===== src/rtl/clkdiv_pkg.sv =====
`default_nettype none
// +----------------------------------------------------------------------------+
// | Module   : clkdiv_pkg                                                      |
// | Brief    : Shared mode type and parameter limits for the clock divider.    |
// | Revision : 1.0                                                             |
// +----------------------------------------------------------------------------+
package clkdiv_pkg;

    typedef enum logic {
        TOGGLE = 1'b0,
        PULSE  = 1'b1
    } mode_t;

    localparam int c_ch_idx_w   = 4;
    localparam int c_num_ch_min = 1;
    localparam int c_num_ch_max = 1 << c_ch_idx_w;
    localparam int c_cnt_w_min  = 2;
    localparam int c_cnt_w_max  = 16;

endpackage : clkdiv_pkg
`default_nettype wire


===== src/rtl/clkdiv_channel.sv =====
`default_nettype none
// +----------------------------------------------------------------------------+
// | Module   : clkdiv_channel                                                  |
// | Brief    : One divider channel: divisor, counter, pending config, apply.   |
// | Revision : 1.0                                                             |
// +----------------------------------------------------------------------------+
module clkdiv_channel
    import clkdiv_pkg::*;
#(
    parameter int CNT_W       = 8,
    parameter int DEFAULT_DIV = 8
) (
    input  logic             clk,
    input  logic             rst,
    input  logic             i_sync,
    input  logic             i_wr_en,
    input  logic [CNT_W-1:0] i_wr_div,
    input  mode_t            i_wr_mode,
    output logic             o_pend,
    output logic             o_clk_out,
    output logic             o_tick
);

    logic [CNT_W-1:0] div_q,  div_d;
    logic [CNT_W-1:0] cnt_q,  cnt_d;
    logic [CNT_W-1:0] pdiv_q, pdiv_d;
    mode_t            mode_q, mode_d;
    mode_t            pmode_q, pmode_d;
    logic             pend_q, pend_d;
    logic             clk_out_q, clk_out_d;
    logic             tick_q, tick_d;

    logic w_stopped;
    logic w_boundary;
    logic w_apply;

    assign w_stopped  = (div_q == '0);
    assign w_boundary = !w_stopped && (cnt_q == div_q - CNT_W'(1));
    assign w_apply    = pend_q && (w_boundary || w_stopped);

    always_comb begin
        div_d     = div_q;
        mode_d    = mode_q;
        cnt_d     = cnt_q;
        pend_d    = pend_q;
        pdiv_d    = pdiv_q;
        pmode_d   = pmode_q;
        clk_out_d = clk_out_q;
        tick_d    = 1'b0;

        // Writes are only offered while nothing is pending, so they never race an apply.
        if (i_wr_en && !pend_q) begin
            pdiv_d  = i_wr_div;
            pmode_d = i_wr_mode;
            pend_d  = 1'b1;
        end

        if (i_sync) begin
            cnt_d     = '0;
            clk_out_d = 1'b0;
        end else begin
            if (w_stopped) begin
                cnt_d     = '0;
                clk_out_d = 1'b0;
            end else if (w_boundary) begin
                cnt_d     = '0;
                tick_d    = 1'b1;
                clk_out_d = (mode_q == PULSE) ? 1'b1 : ~clk_out_q;
            end else begin
                cnt_d = cnt_q + CNT_W'(1);
                if (mode_q == PULSE) begin
                    clk_out_d = 1'b0;
                end
            end

            // Same mode and nonzero divisor: the output phase carries straight on.
            if (w_apply) begin
                div_d  = pdiv_q;
                mode_d = pmode_q;
                cnt_d  = '0;
                pend_d = 1'b0;
                if ((pmode_q != mode_q) || (pdiv_q == '0)) begin
                    clk_out_d = 1'b0;
                end
            end
        end
    end

    always_ff @(posedge clk) begin
        if (rst) begin
            div_q     <= CNT_W'(DEFAULT_DIV);
            mode_q    <= TOGGLE;
            cnt_q     <= '0;
            pend_q    <= 1'b0;
            pdiv_q    <= '0;
            pmode_q   <= TOGGLE;
            clk_out_q <= 1'b0;
            tick_q    <= 1'b0;
        end else begin
            div_q     <= div_d;
            mode_q    <= mode_d;
            cnt_q     <= cnt_d;
            pend_q    <= pend_d;
            pdiv_q    <= pdiv_d;
            pmode_q   <= pmode_d;
            clk_out_q <= clk_out_d;
            tick_q    <= tick_d;
        end
    end

    assign o_pend    = pend_q;
    assign o_clk_out = clk_out_q;
    assign o_tick    = tick_q;

endmodule : clkdiv_channel
`default_nettype wire


===== src/rtl/multi_clock_divider.sv =====
`default_nettype none
// +----------------------------------------------------------------------------+
// | Module   : multi_clock_divider                                             |
// | Brief    : NUM_CH independent clock dividers with a shared config port.    |
// | Revision : 1.0                                                             |
// +----------------------------------------------------------------------------+
module multi_clock_divider
    import clkdiv_pkg::*;
#(
    parameter int NUM_CH      = 4,
    parameter int CNT_W       = 8,
    parameter int DEFAULT_DIV = 8
) (
    input  logic              clk,
    input  logic              reset,
    input  logic              sync,
    input  logic              cfg_valid,
    output logic              cfg_ready,
    input  logic [3:0]        cfg_ch,
    input  logic [CNT_W-1:0]  cfg_div,
    input  logic              cfg_mode,
    output logic              cfg_err,
    output logic [NUM_CH-1:0] clk_out,
    output logic [NUM_CH-1:0] tick
);

    if ((NUM_CH < c_num_ch_min) || (NUM_CH > c_num_ch_max)) begin : g_bad_num_ch
        $error("multi_clock_divider: NUM_CH out of range");
    end
    if ((CNT_W < c_cnt_w_min) || (CNT_W > c_cnt_w_max)) begin : g_bad_cnt_w
        $error("multi_clock_divider: CNT_W out of range");
    end

    logic [NUM_CH-1:0]       w_pend;
    logic [NUM_CH-1:0]       w_wr_en;
    logic [c_num_ch_max-1:0] w_pend_ext;
    logic                    w_in_range;
    logic                    w_accept;
    logic                    cfg_err_q, cfg_err_d;

    // Zero-extending pend lets cfg_ch index safely even for small NUM_CH.
    assign w_pend_ext = c_num_ch_max'(w_pend);
    assign w_in_range = (32'(cfg_ch) < 32'(NUM_CH));
    assign cfg_ready  = w_in_range ? ~w_pend_ext[cfg_ch] : 1'b1;
    assign w_accept   = cfg_valid && cfg_ready;

    always_comb begin
        cfg_err_d = w_accept && !w_in_range;
    end

    always_ff @(posedge clk) begin
        if (reset) begin
            cfg_err_q <= 1'b0;
        end else begin
            cfg_err_q <= cfg_err_d;
        end
    end

    assign cfg_err = cfg_err_q;

    for (genvar i = 0; i < NUM_CH; i++) begin : g_ch
        assign w_wr_en[i] = w_accept && w_in_range && (cfg_ch == 4'(i));

        clkdiv_channel #(
            .CNT_W       (CNT_W),
            .DEFAULT_DIV (DEFAULT_DIV)
        ) u_channel (
            .clk       (clk),
            .rst       (reset),
            .i_sync    (sync),
            .i_wr_en   (w_wr_en[i]),
            .i_wr_div  (cfg_div),
            .i_wr_mode (mode_t'(cfg_mode)),
            .o_pend    (w_pend[i]),
            .o_clk_out (clk_out[i]),
            .o_tick    (tick[i])
        );
    end

endmodule : multi_clock_divider
`default_nettype wire


===== config.mk =====
export PLATFORM = sky130hd
export DESIGN_NAME = multi_clock_divider
export DESIGN_NICKNAME = d
export VERILOG_FILES = /design/src/rtl/clkdiv_pkg.sv /design/src/rtl/clkdiv_channel.sv /design/src/rtl/multi_clock_divider.sv
export SDC_FILE = /design/constraint.sdc
export NUM_CORES = 1
export LEC_CHECK = 0
export ABC_AREA = 1
export CAP_MARGIN = 25
export CORE_MARGIN = 1
export CORE_UTILIZATION = 61
export CTS_CLUSTER_DIAMETER = 40
export CTS_CLUSTER_SIZE = 40
export DETAILED_ROUTE_END_ITERATION = 12
export PLACE_DENSITY_LB_ADDON = 0.15
export SYNTH_ARGS = -nofsm -noshare
export SYNTH_HDL_FRONTEND = slang
export SYNTH_SLANG_ARGS = --single-unit

===== constraint.sdc =====
create_clock -name clk -period 2.9 [get_ports clk]
set_input_delay 0.87 -clock clk [delete_from_list [all_inputs] [get_ports clk]]
set_output_delay 0.87 -clock clk [all_outputs]
set_load 0.005 [all_outputs]

==> flow_metrics.tcl <==
set metrics [dict create \
    power.density_nw_per_um2 552 \
    rrSetupSlack_ns 0.49 \
    cts_sinks 117 \
    relSlewSlack_pct 69.6 \
    worstReg2RegEnd "g_ch[1].u_channel.div_q[0]$_SDFFE_PP0P_" \
    intPower_mw 3.10 \
    postPlaceCellArea_um2 6550 \
    p_comb_share_pct 4.6 \
    yosys-top-cells-area "dfxtp_1, nand2_1, inv_1" \
    post-route-period-util_pct 96.6 \
    vias 5709 \
    grt_max_degree 39 \
    tightestPinTransition_ns 0.456 \
    netlist_top_cells_count "nand2_1, inv_1, nor2_1, dfxtp_1, nand3_1" \
    cts_buffer_depth 2 \
    cts_tree "built" \
    place_ws_ns -0.542 \
    fp.dieH_um 102 \
    dieWidth_um 102 \
    max_freq_ghz 0.357 \
    first_pass_iters 5 \
    seq_area_um2 2340 \
    synth_fp_nets 963 \
    end_kind "primary output" \
    io_buffers 26 \
    dp_hpwl_um 9460 \
    synthCells 938 \
    clock_latency_ns 0.53 \
    cts_made_buffers 17 \
    rows 36 \
    layout.nets 994 \
    htreeDepth 4 \
    dieArea_um2 10500 \
    yosysMostFrequentCell "nand2_1" \
    synthToLayoutAreaGrowth_pct 16.7 \
    crit_end "cfg_ready" \
    core_um2 9770 \
    switching_power_uw 852 \
    routabilityCongestion 0.868 \
    cp.buffers_inverters 2 \
    async_flop_share_pct 0 \
    path_clk_slew_ns 0.05 \
    path_class "in -> out" \
    routed_via_density 5.12 \
    path_depth 6 \
    fill_cells 798 \
    top_level_ports 27 \
    cp.arrival_ns 1.93 \
    grt_usage_pct 27.5 \
    grt_pass1_vias 5183 \
    hold_violations 0 \
    synth_top_area_share_pct 38.2 \
    max_cap_viol_count 0 \
    initial_core_util_pct 62.8 \
    drive_gt1_share_pct 7.24 \
    min_period_ns 2.80 \
    cp_top_family "buffers and inverters" \
    drt-total-wl_um 13400 \
    rsz0062_at_grt "no" \
    yosysSeqAreaShare_pct 38.2 \
    grt_pass1_wl_um 22200 \
    cts_hold_buf 0 \
    synth_enable_flop_cells 0 \
    p_seq_share_pct 41.5 \
    avgSynthCellArea_um2 6.54 \
    startpoint_type "primary input" \
    ys.flop_type "dfxtp_1" \
    setup_viol 0 \
    synth_top_area_cell "dfxtp_1" \
    hp-class "reg -> reg" \
    drt_iter0_drc 199 \
    final_cell_area_um2 7160 \
    antenna_found_initial 0 \
    syn-cell-area_um2 6130 \
    grt-ovfl-total 0 \
    crit_path_cell_trace "clkdlybuf4s15_2 > nand2_1 > o22ai_2 > a221oi_4 > or2_4 > dlygate4sd2_1" \
    p_clk_share_pct 53.8 \
    ys_ff_latch 117 \
    cp_max_fo 4 \
    ant_nets 0 \
    ir_drop_mv 0.433 \
    cts_root_buf "clkbuf_8" \
    wl_per_cell_um 12.1 \
    ys_warn_count 0 \
    finClkSkew_ns 0.00575 \
    drc 0 \
    cp_slowest_cell "dlygate4sd2_1" \
    status "finished, final reports clean" \
    cp_slowest_stage_delay_ns 0.26 \
    crit_required_ns 2.03 \
    p_leak_nw 3.42 \
    antenna_cells 0 \
    finalWorstSetupSlack_ns 0.0999 \
    holdWs_ns 0.467 \
    synth_cell_types 27 \
    multi_input_area_um2 3030 \
    rr_worst_depth 14 \
    cp-startpoint "cfg_ch[0]" \
    slew_viol_final 0 \
    reg2reg_from "g_ch[1].u_channel.div_q[0]$_SDFFE_PP0P_" \
    swShare_pct 21.6 \
]
cell type report:
| class | count | area share [%] |
|---|---|---|
| Multi-Input combinational cell | 625 | 42.3 |
| Sequential cell | 117 | 32.7 |
| Inverter | 161 | 8.44 |
| Clock buffer | 19 | 6.03 |
| Timing Repair Buffer | 47 | 5.91 |
| Tap cell | 133 | 2.32 |
| Clock inverter | 12 | 2.24 |
routing by layer:
metal / global-route usage, % / vias to the layer above / share of wire (%)
met5: 0 / - / 0
li1: - / 2955 / -
met3: 7.25 / 22 / 5.2
met2: 46.8 / 133 / 48
met4: 10.7 / 0 / 1.8
met1: 33.2 / 2599 / 45
sequential cells by signal, summed over array words and instances (netlist names):
| signal | cells |
|---|---|
| cfg_err | 1 |
| g_ch.u_channel.cnt_q | 32 |
| g_ch.u_channel.div_q | 32 |
| g_ch.u_channel.mode_q | 4 |
| g_ch.u_channel.o_clk_out | 4 |
| g_ch.u_channel.o_pend | 4 |
| g_ch.u_channel.o_tick | 4 |
| g_ch.u_channel.pdiv_q | 32 |
| g_ch.u_channel.pmode_q | 4 |
how the worst min path moves through the flow:
stage,startpoint,cells past startpoint,end,slack (ns)
after floorplan,g_ch[0].u_channel.cnt_q[0]$_SDFF_PP0_,1,g_ch[0].u_channel.cnt_q[0]$_SDFF_PP0_,0.43
after global placement,g_ch[0].u_channel.cnt_q[0]$_SDFF_PP0_,1,g_ch[0].u_channel.cnt_q[0]$_SDFF_PP0_,0.45
after detailed placement,g_ch[0].u_channel.cnt_q[0]$_SDFF_PP0_,1,g_ch[0].u_channel.cnt_q[0]$_SDFF_PP0_,0.46
after CTS,g_ch[0].u_channel.cnt_q[0]$_SDFF_PP0_,1,g_ch[0].u_channel.cnt_q[0]$_SDFF_PP0_,0.47
after global routing,g_ch[1].u_channel.pdiv_q[3]$_SDFFE_PP0P_,2,g_ch[1].u_channel.pdiv_q[3]$_SDFFE_PP0P_,0.49
final,g_ch[0].u_channel.cnt_q[0]$_SDFF_PP0_,1,g_ch[0].u_channel.cnt_q[0]$_SDFF_PP0_,0.47
cell usage in the layout (no fill, tap or decap), types with 2 or more instances in the layout:
cell | Yosys | routed
nor3b_1 | 4 | 4
dlygate4sd2_1 | 0 | 3
nor3_1 | 11 | 11
inv_1 | 159 | 158
bufinv_16 | 0 | 4
nor2_1 | 157 | 154
nand2_1 | 236 | 236
nor4_1 | 7 | 7
dfxtp_1 | 117 | 117
inv_2 | 2 | 3
ha_1 | 8 | 8
clkbuf_16 | 0 | 16
o21bai_1 | 2 | 2
clkdlybuf4s50_1 | 0 | 21
buf_4 | 8 | 20
a21oi_1 | 26 | 26
nor2_2 | 0 | 3
o21ai_0 | 26 | 26
nand4_4 | 2 | 2
clkbuf_8 | 0 | 2
nand3b_1 | 2 | 2
nand3_1 | 51 | 51
nand3_2 | 6 | 6
xnor2_1 | 11 | 11
clkinv_2 | 0 | 8
xor2_1 | 28 | 28
nand4_1 | 42 | 42
power groups by stage:
stage	combinational (mW)	sequential (mW)	clock, mW
global placement	0.174	1.67	0
finish	0.183	1.64	2.13
detailed placement	0.178	1.67	0
CTS	0.180	1.64	2.14
floorplan	0.104	1.67	0
global route	0.203	1.64	2.21
repair_timing:
action | CTS | global route
pin swaps | 1 | 1
endpoints found under the hold margin | 0 | 0
buffers inserted | 0 | 1
resized for setup | 13 | 2
endpoints found under the setup margin | 1 | 1
worst register-to-register path, stage by stage, from the launching register on:
cell	delay, ns
dfxtp_1	0.33
inv_1	0.12
ha_1	0.34
inv_1	0.05
nand2_1	0.05
nand2_1	0.04
nor2_1	0.11
nand3_1	0.08
nor3_1	0.17
nand3_1	0.20
nand2_1	0.35
nand3_2	0.27
nand2_1	0.12
inv_1	0.04
nor2_1	0.09
cells by family (layout without fill, tap and decap cells):
group	count (synthesis)	after routing	share of synthesized area (%)
xor gates and xnor gates	39	39	5.57
and+or+nand+nor	521	521	36.8
DFF	117	117	38.2
buffers and inverters	196	239	12.7
AOI/OAI and AO/OA	57	57	5.12
adders and majority gates	8	8	1.63
stage by stage:
stage | total power, mW | std cells | util, % | TNS [ns]
finish | 3.95 | 1114 | 73.2 | 0
global route | 4.05 | 1114 | 73.2 | 0
global placement | 1.85 | 1082 | 67.0 | -0.500
detailed placement | 1.85 | 1082 | 67.0 | -0.542
CTS | 3.96 | 1113 | 73.2 | 0
floorplan | 1.78 | 938 | - | 0
Note: power is estimated with default switching activity, not from simulation.
